===== config.mk =====
export PLATFORM = sky130hd
export DESIGN_NAME = pim_bus_responder
export DESIGN_NICKNAME = d
export VERILOG_FILES = /design/src/rtl/pim_bus_responder.sv
export SDC_FILE = /design/constraint.sdc
export NUM_CORES = 1
export LEC_CHECK = 0
export ABC_AREA = 1
export CORE_UTILIZATION = 45
export DETAILED_ROUTE_END_ITERATION = 16
export MAX_ROUTING_LAYER = met4
export SLEW_MARGIN = 20
export SYNTH_ARGS = -nofsm -noshare
export SYNTH_HDL_FRONTEND = slang
export SYNTH_SLANG_ARGS = --single-unit

===== constraint.sdc =====
create_clock -name i_clk -period 7.9 [get_ports i_clk]
set_input_delay 1.58 -clock i_clk [delete_from_list [all_inputs] [get_ports i_clk]]
set_output_delay 1.58 -clock i_clk [all_outputs]
set_load 0.02 [all_outputs]

===== src/rtl/pim_bus_responder.sv =====
// PIM bus responder: decodes the PIM window into CTRL, weight,
// activation and result ports, and sequences activations to the macro.
module pim_bus_responder #(
  parameter int XLEN = 32,
  parameter logic [XLEN-1:0] PIM_CTRL = 'h4000_0010,
  parameter logic [XLEN-1:0] PIM_R = 'h4000_0020,
  parameter logic [XLEN-1:0] PIM_W_WEIGHT = 'h4000_0040,
  parameter logic [XLEN-1:0] PIM_W_ACTIVATION = 'h4000_0080,
  parameter int FIFO_DEPTH = 8,
  parameter int WL_ADDR_W = 6
) (
  input  logic                 i_clk,
  input  logic                 i_rst,
  input  logic [XLEN-1:0]      i_address,
  input  logic                 i_write,
  input  logic                 i_read,
  input  logic [XLEN-1:0]      i_data,
  output logic [XLEN-1:0]      o_data,
  output logic                 o_weight_en,
  output logic [WL_ADDR_W-1:0] o_wl_addr,
  output logic [XLEN-1:0]      o_weight_data,
  output logic                 o_act_en,
  output logic [XLEN-1:0]      o_act_data,
  input  logic                 i_result_valid,
  input  logic [XLEN-1:0]      i_result,
  output logic                 o_busy
);
  localparam int PW = $clog2(FIFO_DEPTH);
  localparam int CW = PW + 1;
  localparam logic [CW-1:0] FULL = CW'(FIFO_DEPTH);

  typedef enum logic [1:0] {S_IDLE, S_RUN, S_WAIT} state_t;

  state_t state_q, state_d;
  logic [7:0] n_q, n_d, issued_q, issued_d, received_q, received_d;
  logic done_q, done_d;
  logic aov_q, aov_d, rov_q, rov_d, rud_q, rud_d, wwb_q, wwb_d;
  logic [WL_ADDR_W-1:0] wl_ptr_q, wl_ptr_d, wl_addr_q, wl_addr_d;
  logic [PW-1:0] aw_q, aw_d, ar_q, ar_d, rw_q, rw_d, rr_q, rr_d;
  logic [CW-1:0] acnt_q, acnt_d, rcnt_q, rcnt_d;
  logic [XLEN-1:0] data_q, data_d, wdata_q, wdata_d, adata_q, adata_d;
  logic wen_q, wen_d, aen_q, aen_d;
  logic [XLEN-1:0] act_mem_q [FIFO_DEPTH];
  logic [XLEN-1:0] res_mem_q [FIFO_DEPTH];

  logic hit_ctrl, hit_r, hit_w, hit_a;
  logic a_push, a_pop, r_pop, r_push;
  logic [XLEN-1:0] status;

  assign hit_ctrl = i_address == PIM_CTRL;
  assign hit_r = i_address == PIM_R;
  assign hit_w = i_address == PIM_W_WEIGHT;
  assign hit_a = i_address == PIM_W_ACTIVATION;

  assign o_data = data_q;
  assign o_weight_en = wen_q;
  assign o_wl_addr = wl_addr_q;
  assign o_weight_data = wdata_q;
  assign o_act_en = aen_q;
  assign o_act_data = adata_q;
  assign o_busy = state_q != S_IDLE;

  // FIFO control, bus decode, sticky flags and sequencing FSM
  always_comb begin
    state_d = state_q;
    n_d = n_q;
    issued_d = issued_q;
    received_d = received_q;
    done_d = done_q;
    aov_d = aov_q;
    rov_d = rov_q;
    rud_d = rud_q;
    wwb_d = wwb_q;
    wl_ptr_d = wl_ptr_q;
    wl_addr_d = wl_addr_q;
    wdata_d = wdata_q;
    wen_d = 1'b0;
    aen_d = 1'b0;
    adata_d = adata_q;
    data_d = data_q;

    a_pop = state_q == S_RUN && acnt_q != '0 && issued_q < n_q;
    a_push = i_write && hit_a && (acnt_q != FULL || a_pop);
    r_pop = i_read && hit_r && rcnt_q != '0;
    r_push = i_result_valid && (rcnt_q != FULL || r_pop);

    aw_d = aw_q + PW'(a_push);
    ar_d = ar_q + PW'(a_pop);
    acnt_d = acnt_q + CW'(a_push) - CW'(a_pop);
    rw_d = rw_q + PW'(r_push);
    rr_d = rr_q + PW'(r_pop);
    rcnt_d = rcnt_q + CW'(r_push) - CW'(r_pop);

    status = '0;
    status[0] = state_q != S_IDLE;
    status[1] = done_q;
    status[8 +: CW] = acnt_q;
    status[16 +: CW] = rcnt_q;
    status[24] = aov_q;
    status[25] = rov_q;
    status[26] = rud_q;
    status[27] = wwb_q;

    // read is serviced from pre-write state
    if (i_read) begin
      data_d = '0;
      if (hit_ctrl) data_d = status;
      else if (r_pop) data_d = res_mem_q[rr_q];
      else if (hit_r) rud_d = 1'b1;
    end

    if (i_write && hit_ctrl) begin
      if (i_data[1]) wl_ptr_d = '0;
      if (i_data[2]) begin
        aov_d = 1'b0;
        rov_d = 1'b0;
        rud_d = 1'b0;
        wwb_d = 1'b0;
      end
      if (i_data[0] && state_q == S_IDLE && i_data[15:8] != 8'd0) begin
        n_d = i_data[15:8];
        done_d = 1'b0;
        issued_d = 8'd0;
        received_d = 8'd0;
        state_d = S_RUN;
      end
    end

    if (i_write && hit_w) begin
      if (state_q == S_IDLE) begin
        wen_d = 1'b1;
        wl_addr_d = wl_ptr_q;
        wdata_d = i_data;
        wl_ptr_d = wl_ptr_q + 1'b1;
      end else begin
        wwb_d = 1'b1;
      end
    end

    if (i_write && hit_a && !a_push) aov_d = 1'b1;
    if (i_result_valid && !r_push) rov_d = 1'b1;
    if (i_result_valid && state_q != S_IDLE)
      received_d = received_q + 8'd1;

    unique case (state_q)
      S_RUN: begin
        if (a_pop) begin
          aen_d = 1'b1;
          adata_d = act_mem_q[ar_q];
          issued_d = issued_q + 8'd1;
          if (issued_q + 8'd1 == n_q) state_d = S_WAIT;
        end
      end
      S_WAIT: begin
        if (received_q == n_q) begin
          done_d = 1'b1;
          state_d = S_IDLE;
        end
      end
      default: ;
    endcase
  end

  // FIFO storage, written only on accepted pushes
  always_ff @(posedge i_clk) begin
    if (a_push) act_mem_q[aw_q] <= i_data;
    if (r_push) res_mem_q[rw_q] <= i_result;
  end

  // state and output registers
  always_ff @(posedge i_clk or posedge i_rst) begin
    if (i_rst) begin
      state_q <= S_IDLE;
      n_q <= '0;
      issued_q <= '0;
      received_q <= '0;
      done_q <= 1'b0;
      aov_q <= 1'b0;
      rov_q <= 1'b0;
      rud_q <= 1'b0;
      wwb_q <= 1'b0;
      wl_ptr_q <= '0;
      wl_addr_q <= '0;
      aw_q <= '0;
      ar_q <= '0;
      rw_q <= '0;
      rr_q <= '0;
      acnt_q <= '0;
      rcnt_q <= '0;
      data_q <= '0;
      wdata_q <= '0;
      adata_q <= '0;
      wen_q <= 1'b0;
      aen_q <= 1'b0;
    end else begin
      state_q <= state_d;
      n_q <= n_d;
      issued_q <= issued_d;
      received_q <= received_d;
      done_q <= done_d;
      aov_q <= aov_d;
      rov_q <= rov_d;
      rud_q <= rud_d;
      wwb_q <= wwb_d;
      wl_ptr_q <= wl_ptr_d;
      wl_addr_q <= wl_addr_d;
      aw_q <= aw_d;
      ar_q <= ar_d;
      rw_q <= rw_d;
      rr_q <= rr_d;
      acnt_q <= acnt_d;
      rcnt_q <= rcnt_d;
      data_q <= data_d;
      wdata_q <= wdata_d;
      adata_q <= adata_d;
      wen_q <= wen_d;
      aen_q <= aen_d;
    end
  end
endmodule

==> impl_metrics.csv <==
group,metric,value,unit
yosys,synth_area_leaders,"edfxtp_1, dfrtp_1, nand2_1",
timing,clock_skew,0.0164,ns
clocking,clkTransAtPathRegs,0.06,ns
floorplanning,initial_utilization,0.459,
critical_path,r2r_end,"o_data[18]$_DFFE_PP0P_",
floorplanning,die_w,249,um
clocking,clock_latency,0.62,ns
critical_path,cp-end-kind,"flop",
timing,finalHoldViolations,0,
power,leakagePower,0.0124,uW
critical_path,ff2ff_setup_slack,4.77,ns
clocking,cts_resized,0,
yosys,netlist.area_leader.share,0.562,
yosys,syn_area,27300,sq um
job,cap_violations,0,
layout,mostFrequentLayoutCells,"nand2_1, edfxtp_1, nor2_1",
yosys,yosys.area.top_type,"edfxtp_1",
critical_path,rr_worst_depth,7,
route,wl_met2,32400,um
layout,fin_cells,3386,
clocking,holdBufCountCts,0,
timing,slew-limit-headroom,0.344,
worst_hold_path,whs_path_depth,2,
status,status,"complete, no violations",
critical_path,arrival,4.94,ns
critical_path,max_stage_delay,0.80,ns
critical_path,crit_chain,"clkdlybuf4s50_1, inv_2, nor3_2, nand3_1, nor2_1, nand2_2, clkinv_2, nand2_4, nand2_2, nand2_4, nor2_2, buf_4",
critical_path,cp.required,8.17,ns
timing,tightest_slew,0.985,ns
route,ant_nets,0,
layout,n_fill_cell,4996,
global_route,antenna_found_initial,2,
layout,final_util,0.546,
place,place_area,30100,sq um
yosys,synth_edf_count,512,
layout,final_area,32500,sq um
place,dpl.hpwl,38600,um
route,drt-wirelength-per-cell,19.4,um
route,drcViolationCount,0,
clocking,clockRootBuffer,"clkbuf_16",
route,routed_via_density,5.35,
clocking,post-cts-setup-buffers,0,
clocking,clockBufferDepth,3,
route,m1WireLength,28200,um
floorplanning,die_h,249,um
worst_hold_path,hold_class,"reg -> reg",
place,post-place-cells,3245,
yosys,yosys_warnings,0,
clocking,htreeDepth,3,
timing,slew_viol_final,0,
route,met3_length,3740,um
clocking,cts_tree,"built",
yosys,ys_async_sr_fraction,0.239,
route,routed.top_layer,"met4",
place,io_buffers,205,
route,drtIter0Drc,1277,
clocking,cts_sinks,673,
yosys,syn-num-nets,2501,
route,wl,65700,um
yosys,ys_seq_area_frac,0.710,
critical_path,critPathKind,"in -> reg",
timing,setup_viol,0,
yosys,synth_cell_types,39,
yosys,syn_area_per_cell,11.6,sq um
critical_path,reg2reg_from,"rr_q[0]$_DFF_PP0_",
critical_path,cp_max_fo,34,
timing,setup_tns,0,ns
floorplanning,die-area,61800,sq um
timing,fmax,214,MHz
power,ir_drop,180,uV
yosys,ys.flop_type,"edfxtp_1",
critical_path,worst_path_max_delay_cell,"clkdlybuf4s50_1",
timing,whs,0.480,ns
timing,fin_crit,4.67,ns
yosys,synth_seq_cells,673,
floorplanning,io_pins,206,
layout,layout-drive-gt1-share,0.0701,
power,p_per_area,245,nW/um^2
worst_hold_path,holdPathEnd,"o_weight_data[21]$_DFFE_PP0P_",
timing,fin_crit_sh,0.592,
global_route,grt_pass1_vias,18100,
critical_path,start_kind,"primary input",
route,dr.pass1.iters,7,
floorplanning,coreArea,59600,sq um
layout,fin_nets,2687,
place,gp_congestion,0.807,
global_route,gr-total-overflow,0,
yosys,synthCells,2365,
layout,area_delta_synth_final,19.0,%
timing,rsz0062_at_grt,"false",
global_route,grt_max_degree,89,
global_route,grt_pass1_wl,104000,um
floorplanning,core.rowCount,89,
clocking,cts_made_buffers,73,
route,num_vias,18100,
global_route,grt_usage,0.222,
layout,mostFrequentLayoutCell,"nand2_1",
worst_hold_path,hp-start,"o_weight_data[21]$_DFFE_PP0P_",
-- power by group --
group,switching [uW],internal (uW),leakage [uW]
combinational,374,177,0.00453
sequential,90.6,4070,0.00672
clock,1370,1900,0.00112
total,1830,6140,0.0124
-- critical path, delay by kind of cell --
kind,cells,cell delay (ns)
simple gates,8,1.55
buf+inv,4,1.78
-- registers in the layout, indices dropped and copies added, names as in the netlist, 4 cells and up --
name,count
acnt_q,4
act_mem_q,256
issued_q,8
n_q,8
o_act_data,32
o_data,32
o_weight_data,32
o_wl_addr,6
rcnt_q,4
received_q,8
res_mem_q,256
wl_ptr_q,6
-- synthesized netlist by cell type, types with 4 or more instances --
library cell    n
clkbuf_1       70
dfrtp_1       161
xnor2_1         9
ha_1           33
buf_1           9
a32oi_1         6
nand3_1       237
o22ai_1        32
o21ai_1        35
xor2_1          5
nor2_1        258
o21ai_0       226
nor2_2         10
inv_2           5
nand3b_1        4
buf_2          40
nand4_1        15
edfxtp_1      512
a31oi_1         4
inv_1          89
nand2_1       515
a21oi_1        22
nor3_1          4
o221ai_1       32
a21oi_2         8
-- metal layers --
layer	global-route usage	vias to the layer above
met5	-	-
met1	0.286	8875
met2	0.367	483
li1	-	8652
met3	0.0344	92
met4	0.0616	0
-- how the worst max path moves through the flow --
stage / from / end / slack (ns) / cells past startpoint
after floorplan: i_rst / acnt_q[0]$_DFF_PP0_ / 1.97 / 1
after global placement: i_read / res_mem_q[5][7]$_DFFE_PP_ / 2.69 / 12
after CTS: i_read / res_mem_q[5][13]$_DFFE_PP_ / 3.21 / 12
after global routing: i_read / res_mem_q[5][31]$_DFFE_PP_ / 2.92 / 12
final: i_read / res_mem_q[5][13]$_DFFE_PP_ / 3.23 / 12
after detailed placement: i_read / res_mem_q[5][13]$_DFFE_PP_ / 2.58 / 12
-- kinds of logic after synthesis --
family                     Yosys count  share of synthesized area
buffers and inverters              221                     0.0334
adders and majority gates           35                     0.0166
AOI/OAI and AO/OA                  368                     0.0756
DFF                                673                      0.710
xor gates and xnor gates            14                    0.00448
and+or+nand+nor                   1054                      0.160
-- through the flow --
step	setup WS [ns]	total power [uW]
floorplan	1.97	4520
global placement	2.69	4760
detailed placement	2.58	4790
CTS	3.21	8050
global route	2.92	8270
finish	3.23	7970
-- area by class of cell --
class / count / area (sq um) / area share
multi-input combinational: 1471 / 7090 / 0.218
inverter: 97 / 375 / 0.0115
clock buffer: 105 / 2030 / 0.0623
tap: 773 / 967 / 0.0297
timing repair buffer: 235 / 2390 / 0.0733
sequential: 673 / 19400 / 0.597
clock inverter: 30 / 273 / 0.00838
antenna: 2 / 5.00 / 0.000154
(Power assumes the default switching activity.)
